===== src/rtl/io_bus_arbiter.sv =====
// rtl/io_bus_arbiter.sv - two-master to one-slave IO bus arbiter
//
// Purpose: grants one of two masters (m0, m1) access to a single IO slave.
// Ties are broken in favour of the master not served last. The granted
// request is latched and presented to the slave until s_ready; the owner
// then receives a one-cycle ack with the registered read data.
//
// Ports:
//   clk_i, rst_i             clock, synchronous active-high reset
//   m0_*/m1_* (inputs)       req, we, addr[31:0], wdata[31:0] per master
//   m0_*/m1_* (outputs)      rdata[31:0], ack, err per master
//   s_addr, s_wdata          slave address / write data (addr all-ones when idle)
//   s_rd_e, s_wr_e           slave read / write strobes
//   s_rdata, s_ready         slave read data / completion
//   grant_o[1:0]             one-hot owner (bit0 = m0, bit1 = m1)
//
// Parameter TIMEOUT_CYC: ACCESS cycles without s_ready before abort (1..65535).
// Macro IO_ARB_TIMEOUT_EN: enables the ACCESS timeout counter and m*_err.

module io_bus_arbiter #(
    parameter int unsigned TIMEOUT_CYC = 255
) (
    input  logic        clk_i,
    input  logic        rst_i,
    input  logic        m0_req,
    input  logic        m0_we,
    input  logic [31:0] m0_addr,
    input  logic [31:0] m0_wdata,
    output logic [31:0] m0_rdata,
    output logic        m0_ack,
    output logic        m0_err,
    input  logic        m1_req,
    input  logic        m1_we,
    input  logic [31:0] m1_addr,
    input  logic [31:0] m1_wdata,
    output logic [31:0] m1_rdata,
    output logic        m1_ack,
    output logic        m1_err,
    output logic [31:0] s_addr,
    output logic [31:0] s_wdata,
    output logic        s_rd_e,
    output logic        s_wr_e,
    input  logic [31:0] s_rdata,
    input  logic        s_ready,
    output logic [1:0]  grant_o
);

    typedef enum logic [1:0] {IDLE, ACCESS, RESP} state_t;

    state_t state_q;
    logic   owner_q;       // 0 = m0, 1 = m1
    logic   we_q;
    logic   last_owner_q;  // master served most recently, 1 = m1
    logic   pick_m1_d;

    generate
        if (TIMEOUT_CYC < 1 || TIMEOUT_CYC > 65535) begin : g_bad_timeout
            $error("io_bus_arbiter: TIMEOUT_CYC out of range 1..65535");
        end
    endgenerate

    // m1 wins when it is the only requester, or on a tie when m0 was served last.
    always_comb begin
        pick_m1_d = m1_req && (!m0_req || !last_owner_q);
    end

`ifdef IO_ARB_TIMEOUT_EN
    localparam logic [15:0] TIMEOUT_LAST = 16'(TIMEOUT_CYC - 1);
    logic [15:0] cnt_q;
    logic [1:0]  err_q;
    assign m0_err = err_q[0];
    assign m1_err = err_q[1];
`else
    assign m0_err = 1'b0;
    assign m1_err = 1'b0;
`endif

    always_ff @(posedge clk_i) begin
        if (rst_i) begin
            state_q      <= IDLE;
            owner_q      <= 1'b0;
            we_q         <= 1'b0;
            last_owner_q <= 1'b1;
            grant_o      <= 2'b00;
            m0_ack       <= 1'b0;
            m1_ack       <= 1'b0;
            m0_rdata     <= 32'h0;
            m1_rdata     <= 32'h0;
            s_addr       <= 32'hFFFF_FFFF;
            s_wdata      <= 32'h0;
            s_rd_e       <= 1'b0;
            s_wr_e       <= 1'b0;
`ifdef IO_ARB_TIMEOUT_EN
            cnt_q        <= 16'h0;
            err_q        <= 2'b00;
`endif
        end else begin
            // ack/err are single-cycle pulses; set only on entry to RESP.
            m0_ack <= 1'b0;
            m1_ack <= 1'b0;
`ifdef IO_ARB_TIMEOUT_EN
            err_q  <= 2'b00;
`endif
            case (state_q)
                IDLE: begin
                    if (m0_req || m1_req) begin
                        owner_q <= pick_m1_d;
                        we_q    <= pick_m1_d ? m1_we : m0_we;
                        s_addr  <= pick_m1_d ? m1_addr : m0_addr;
                        s_wdata <= pick_m1_d ? m1_wdata : m0_wdata;
                        s_rd_e  <= pick_m1_d ? !m1_we : !m0_we;
                        s_wr_e  <= pick_m1_d ? m1_we : m0_we;
                        grant_o <= pick_m1_d ? 2'b10 : 2'b01;
                        state_q <= ACCESS;
                    end
                end
                ACCESS: begin
                    if (s_ready) begin
                        s_rd_e <= 1'b0;
                        s_wr_e <= 1'b0;
                        if (!we_q) begin
                            if (owner_q) m1_rdata <= s_rdata;
                            else         m0_rdata <= s_rdata;
                        end
                        m0_ack  <= !owner_q;
                        m1_ack  <= owner_q;
                        state_q <= RESP;
`ifdef IO_ARB_TIMEOUT_EN
                        cnt_q   <= 16'h0;
                    end else if (cnt_q == TIMEOUT_LAST) begin
                        // Abort: owner sees all-ones data with err alongside ack.
                        s_rd_e  <= 1'b0;
                        s_wr_e  <= 1'b0;
                        if (owner_q) m1_rdata <= 32'hFFFF_FFFF;
                        else         m0_rdata <= 32'hFFFF_FFFF;
                        m0_ack  <= !owner_q;
                        m1_ack  <= owner_q;
                        err_q   <= owner_q ? 2'b10 : 2'b01;
                        cnt_q   <= 16'h0;
                        state_q <= RESP;
                    end else begin
                        cnt_q   <= cnt_q + 16'h1;
`endif
                    end
                end
                RESP: begin
                    // Requests are not arbitrated here; at least one IDLE cycle follows.
                    last_owner_q <= owner_q;
                    grant_o      <= 2'b00;
                    s_addr       <= 32'hFFFF_FFFF;
                    state_q      <= IDLE;
                end
                default: begin
                    state_q <= IDLE;
                end
            endcase
        end
    end

endmodule


===== config.mk =====
export PLATFORM = sky130hd
export DESIGN_NAME = io_bus_arbiter
export DESIGN_NICKNAME = d
export VERILOG_FILES = /design/src/rtl/io_bus_arbiter.sv
export SDC_FILE = /design/constraint.sdc
export NUM_CORES = 1
export LEC_CHECK = 0
export ABC_AREA = 1
export CAP_MARGIN = 10
export CORE_MARGIN = 3
export CORE_UTILIZATION = 45
export DETAILED_ROUTE_END_ITERATION = 10
export GPL_TIMING_DRIVEN = 0
export PLACE_DENSITY_LB_ADDON = 0.12
export SYNTH_ARGS = -nofsm -noshare
export SYNTH_HDL_FRONTEND = slang
export SYNTH_SLANG_ARGS = --single-unit

===== constraint.sdc =====
create_clock -name clk_i -period 3.04 [get_ports clk_i]
set_input_delay 0.456 -clock clk_i [delete_from_list [all_inputs] [get_ports clk_i]]
set_output_delay 0.456 -clock clk_i [all_outputs]
set_load 0.005 [all_outputs]

==> results by group, run 1 <==
Logic synthesis
  – Post-Synth XOR/XNOR Area: 0%
  – Syn_area_per_cell: 6.892 um^2
  – Unique cell type count in the Yosys netlist: 23
  – Largest family of logic cells by synthesized area: simple AND/OR/NAND/NOR gates
  – Synth Area in Compound Gates: 8.047%
  – Post-Synth Simple-Gate Area: 36.02%
  – Post-synth EDFFs: 0
  – #FFs+latches synth: 139
  – Mapped Cells: 934
  – Area contributors post-synth: dfxtp_1 43%, nand2_1 10%, nor2_1 9.6%
  – Adder-cell share of the synthesized area: 0%
  – Post-synthesis sequential area ratio: 43.23%
  – Main synth FF type: dfxtp_1
  – Cell taking the most area after synthesis: dfxtp_1
  – Async S/R FF share, synth: 0%
  – Most frequent cell after synthesis: nand2_1
  – Area share of the largest cell type after synthesis: 43.23%
  – Post-synthesis instance area: 6437 um^2
  – Mux cell area share after synthesis: 0%
  – Synth Warn #: 0
  – Synth top cells by count: 176 x nand2_1, 165 x nor2_1, 139 x dfxtp_1

Timing
  – Setup violators final: 0
  – Worst-Margin Slew: 544.7 ps
  – Hold Slack: 339.7 ps
  – Setup tns final: 0 ps
  – Slew Viols, Final: 0
  – Skew final: 9.309 ps
  – Final worst-path cycle share: 57.42%
  – Achievable frequency: 572.9 MHz
  – Slew Limit Headroom: 63.68%
  – RSZ-0062 raised after global routing: false
  – Final hold vios: 0
  – Min cycle time layout: 1746 ps

GRT
  – Met2 usage: 44.52%
  – Pin count of the biggest net entering global routing: 17
  – Antenna violations before repair: 1
  – Met3 Track Usage GR: 8.971%
  – GRT Max-Usage Layer: met2
  – Gr usage total: 26.59%
  – Global route overflow: 0
  – First-pass GRT wire length: 33,980 um
  – Vias in the first global route: 6,616
  – Met1 Usage GRT: 32.48%

Critical path
  – R2R setup slack: 1580 ps
  – Critical Path Max Stage Delay: 520 ps
  – Setup crit end kind: primary output
  – Crit-path max FO: 2
  – Crit Path Class: flip-flop to primary output
  – Worst-path cell chain: clkdlybuf4s50_1
  – CP max-delay cell: clkdlybuf4s50_1
  – CP Launch Type: flip-flop
  – Worst path arrival time: 1290 ps
  – Number of buffers and inverters on the critical path: 1
  – CP required: 2580 ps
  – CP top delay family: buffers and inverters

Placement
  – PortBufs: 299
  – GP Congestion: 0.8370
  – Hpwl dp: 16,220 um

Layout
  – Area Growth Syn to Fin: 58.97%
  – Reg area: 2783 um^2
  – Layout cells sized above 1: 8.215%
  – Fin nets: 1,420
  – Ant diodes: 0
  – FILL cells: 1,135
  – Area taken by multi-input logic gates: 2844 um^2

Routing
  – Vias/cell: 4.841
  – First-pass DRT Iterations: 6
  – Routed vias: 7,000
  – Antenna-violating nets left: 0
  – WL final: 21,610 um
  – Residual DRC: 0
  – Detailed Route Iter0 Violations: 386
  – WL per Instance: 14.94 um

Clocking
  – CTS H-tree depth: 4
  – Clock sink total: 139
  – Clock Tree Buf Depth: 2
  – Clock Latency Late Sink: 420 ps
  – CTS tree: built
  – Setup Buffers After CTS: 0
  – Hold_buf cts: 0
  – Clock root buffer: clkbuf_16
  – Cts bufs inserted: 17
  – Clock transition at path regs: 60 ps
  – Post-CTS sizing: 0

Floorplan
  – Initial core utilization: 46.20%
  – Std cell rows: 43
  – DIE WIDTH: 125.6 um
  – Total die area: 15,780 um^2
  – Num ports: 303
  – Die height: 125.6 um
  – Core area: 13,930 um^2

Power and ir drop
  – Peak supply drop: 0.3479 mV
  – Leakage: 0.004743 uW
  – Cell Pwr Density: 511.1 nW/um^2

Run status
  – Status: complete, no violations

Hold path
  – Min-Delay Path Class: input port to flip-flop

Run
  – Max-Cap Viols: 0
## where the power goes
group	leakage, uW	internal, uW	switching (uW)
clock network	0.000276	1160	830
registers	0.00114	1970	77.4
logic	0.00333	643	543
## worst paths after layout
| check | start | end | cells after the start |
|---|---|---|---|
| min reg2reg | grant_o[0] | grant_o[0] | 2 |
| min | rst_i | owner_q | 2 |
| max reg2reg | last_owner_q | s_addr[28] | 7 |
| max | m0_rdata[0] | m0_rdata[0] | 1 |
## final cells by class
cell class / instances / share of cell area [%]
Inverter: 105 / 3.851
Clock inverter: 14 / 1.320
Multi-Input combinational cell: 621 / 27.79
Timing Repair Buffer: 299 / 29.25
Clock buffer: 18 / 4.291
Sequential cell: 139 / 27.19
Buffer: 70 / 4.108
Tap cell: 180 / 2.201
## metal layers
metal  up-vias  wire length [um]
met4         2               546
met5         -                11
met3        48              1777
met1      3124              8933
met2       254             10340
li1       3572                 -
## cells by family (layout without fill, tap and decap cells)
family                 Yosys count  count (layout)
AND/OR/NAND/NOR                516             516
AO/OA/AOI/OAI                  103             103
flip-flops                     139             139
buffers and inverters          175             506
other                            1               2
## through the flow
step	instances	cell area, um^2	setup WS [ps]	util (%)	total power (uW)
after floorplan	935	6441	1751	-	2601
after global placement	1414	9659	948.8	69.32	3251
after detailed placement	1414	9659	931.2	69.32	3268
after CTS	1446	10230	1275	73.44	5259
after global routing	1446	10230	1215	73.44	5473
final	1446	10230	1294	73.44	5230
## cells in the final DEF (no fill, tap or decap), types with 22 or more instances in the layout
cell type | Yosys | layout
buf_2 | 30 | 30
clkdlybuf4s50_1 | 0 | 299
dfxtp_1 | 139 | 139
inv_1 | 101 | 101
nand2_1 | 176 | 176
nand3_1 | 69 | 69
nand3b_1 | 33 | 33
nor2_1 | 165 | 165
nor3_1 | 56 | 56
o21ai_0 | 74 | 74
o21ai_1 | 22 | 22
## registers in the layout, summed over array words and instances, names as in the netlist
| name | count |
|---|---|
| m0_rdata | 32 |
| m1_rdata | 32 |
| s_addr | 32 |
| s_wdata | 32 |
| grant_o | 2 |
| state_q | 2 |
| last_owner_q | 1 |
| m0_ack | 1 |
| m1_ack | 1 |
| owner_q | 1 |
| s_rd_e | 1 |
| s_wr_e | 1 |
| we_q | 1 |
No activity file was read; power rests on OpenSTA's default activity.
==> run 2, diff against run 1 <==
- CORE_UTILIZATION: 45 -> 42
- clock period: 3.04 -> 1.8 ns (I/O delays scaled with it)
==> results by group, run 2 (synthesized netlist as in run 1, its figures left out) <==
Critical path
  – Worst path arrival time: 1290 ps
  – Worst r2r dst: s_addr[21]
  – CP Launch Point: s_wr_e
  – Worst r2r src: last_owner_q
  – Reg2reg path depth: 7
  – CP required: 1530 ps
  – CP top delay family: buffers and inverters
  – Worst-path cell chain: clkdlybuf4s50_1
  – Number of buffers and inverters on the critical path: 1
  – Worst path depth: 1
  – Setup crit end kind: primary output
  – Critical Path Max Stage Delay: 560 ps
  – R2R setup slack: 360 ps
  – CP max-delay cell: clkdlybuf4s50_1
  – Crit Path Class: flip-flop to primary output
  – Crit-path max FO: 2
  – CP Launch Type: flip-flop
  – CP Capture Point: s_wr_e

Floorplan
  – Initial core utilization: 43.63%
  – Core area: 14,750 um^2
  – Die height: 129.8 um
  – Std cell rows: 44
  – DIE WIDTH: 129.8 um
  – Num ports: 303
  – Total die area: 16,850 um^2

Placement
  – Placement Setup Slack: -100.0 ps
  – Hpwl dp: 16,150 um
  – PortBufs: 299
  – GP Congestion: 0.8405
  – Cell area after placement: 9664 um^2

Layout
  – Area Growth Syn to Fin: 59.01%
  – FILL cells: 1,271
  – Final Instance Area: 10,240 um^2
  – Most frequent cells in the layout: 299 x clkdlybuf4s50_1, 176 x nand2_1, 165 x nor2_1, 139 x dfxtp_1, 101 x inv_1
  – Fin nets: 1,420
  – Commonest non-fill, non-tap cell in the layout: clkdlybuf4s50_1
  – Ant diodes: 0
  – Layout cells sized above 1: 8.136%
  – Layout Utilization: 69.38%

Routing
  – WL final: 21,360 um
  – WL per Instance: 14.73 um
  – First-pass DRT Iterations: 5
  – Routed vias: 6,900
  – Detailed Route Iter0 Violations: 365
  – Vias/cell: 4.759
  – Antenna-violating nets left: 0
  – Residual DRC: 0

Hold path
  – Min-Delay Path Class: input port to flip-flop

Power and ir drop
  – Switching Share: 27.29%
  – P_int: 6406 uW
  – Comb pwr share: 22.5%
  – Cell Pwr Density: 860.7 nW/um^2
  – Peak supply drop: 0.6083 mV
  – Switching pwr: 2405 uW
  – Clock share of power: 38.2%
  – Seq pwr share: 39.3%
  – Pwr Total: 8811 uW
  – Leakage: 0.004741 uW

Clocking
  – Clock transition at path regs: 60 ps
  – Setup Buffers After CTS: 0
  – Cts bufs inserted: 17
  – Hold_buf cts: 0
  – CTS tree: built
  – Clock sink total: 139
  – Clock Tree Buf Depth: 2
  – Clock root buffer: clkbuf_16
  – Clock Latency Late Sink: 420 ps
  – CTS H-tree depth: 4
  – Post-CTS sizing: 0

GRT
  – Vias in the first global route: 6,677
  – Gr usage total: 25.14%
  – First-pass GRT wire length: 33,730 um
  – Antenna violations before repair: 0
  – Global route overflow: 0
  – Pin count of the biggest net entering global routing: 17

Timing
  – Min cycle time layout: 1564 ps
  – Skew final: 9.940 ps
  – Final worst-path cycle share: 86.88%
  – Final hold vios: 0
  – Setup violators final: 0
  – Achievable frequency: 639.5 MHz
  – Worst-Margin Slew: 509.8 ps
  – Final setup margin: 236.2 ps
  – Setup tns final: 0 ps
  – Slew Limit Headroom: 66.01%
  – Slew Viols, Final: 0
  – RSZ-0062 raised after global routing: false

Run status
  – Status: complete, no violations

Run
  – Max-Cap Viols: 0
run 2: cell count changes in the layout (fill, tap and decap cells not counted), sizes merged:
cell | previous run | this run
inv | 110 | 107
clkinv | 5 | 6
clkbuf | 36 | 38
run 2: worst min-delay path by stage:
stage,start,end,slack [ps],depth (start not counted)
final,rst_i,grant_o[1],140,2
after global routing,rst_i,owner_q,150,2
after CTS,rst_i,owner_q,140,2
after detailed placement,grant_o[0],grant_o[0],450,2
after global placement,grant_o[0],grant_o[0],450,2
after floorplan,s_rdata[20],m0_rdata[20],400,2
run 2: through the flow:
stage / hold slack (ps) / cells
6_report: 140.0 / 1450
2_1_floorplan: 401.1 / 935
3_5_place_dp: 453.7 / 1418
3_3_place_gp: 452.4 / 1418
4_1_cts: 138.0 / 1450
5_1_grt: 148.7 / 1450
run 2: area by class of cell:
cell class / count / area (um^2) / area share (%)
repair buffers: 299 / 2993 / 29.24
multi-input cells: 621 / 2844 / 27.78
flip-flops and latches: 139 / 2783 / 27.18
clock buffers: 20 / 456.7 / 4.462
plain buffers: 70 / 420.4 / 4.107
inverters: 105 / 394.1 / 3.850
well taps: 184 / 230.2 / 2.249
clock inverters: 12 / 115.1 / 1.125
run 2: power groups by stage:
stage	clock network [uW]	logic [uW]	registers (uW)
detailed placement	0	1990	3520
global placement	0	1970	3520
floorplan	0	850	3540
global route	3550	2210	3490
CTS	3420	2000	3460
finish	3370	1980	3460
run 2: layer usage:
metal	track usage, %	wire length (um)
met3	7.900	1823
met4	9.719	709
met1	30.58	8763
met5	0	0
met2	41.67	10060
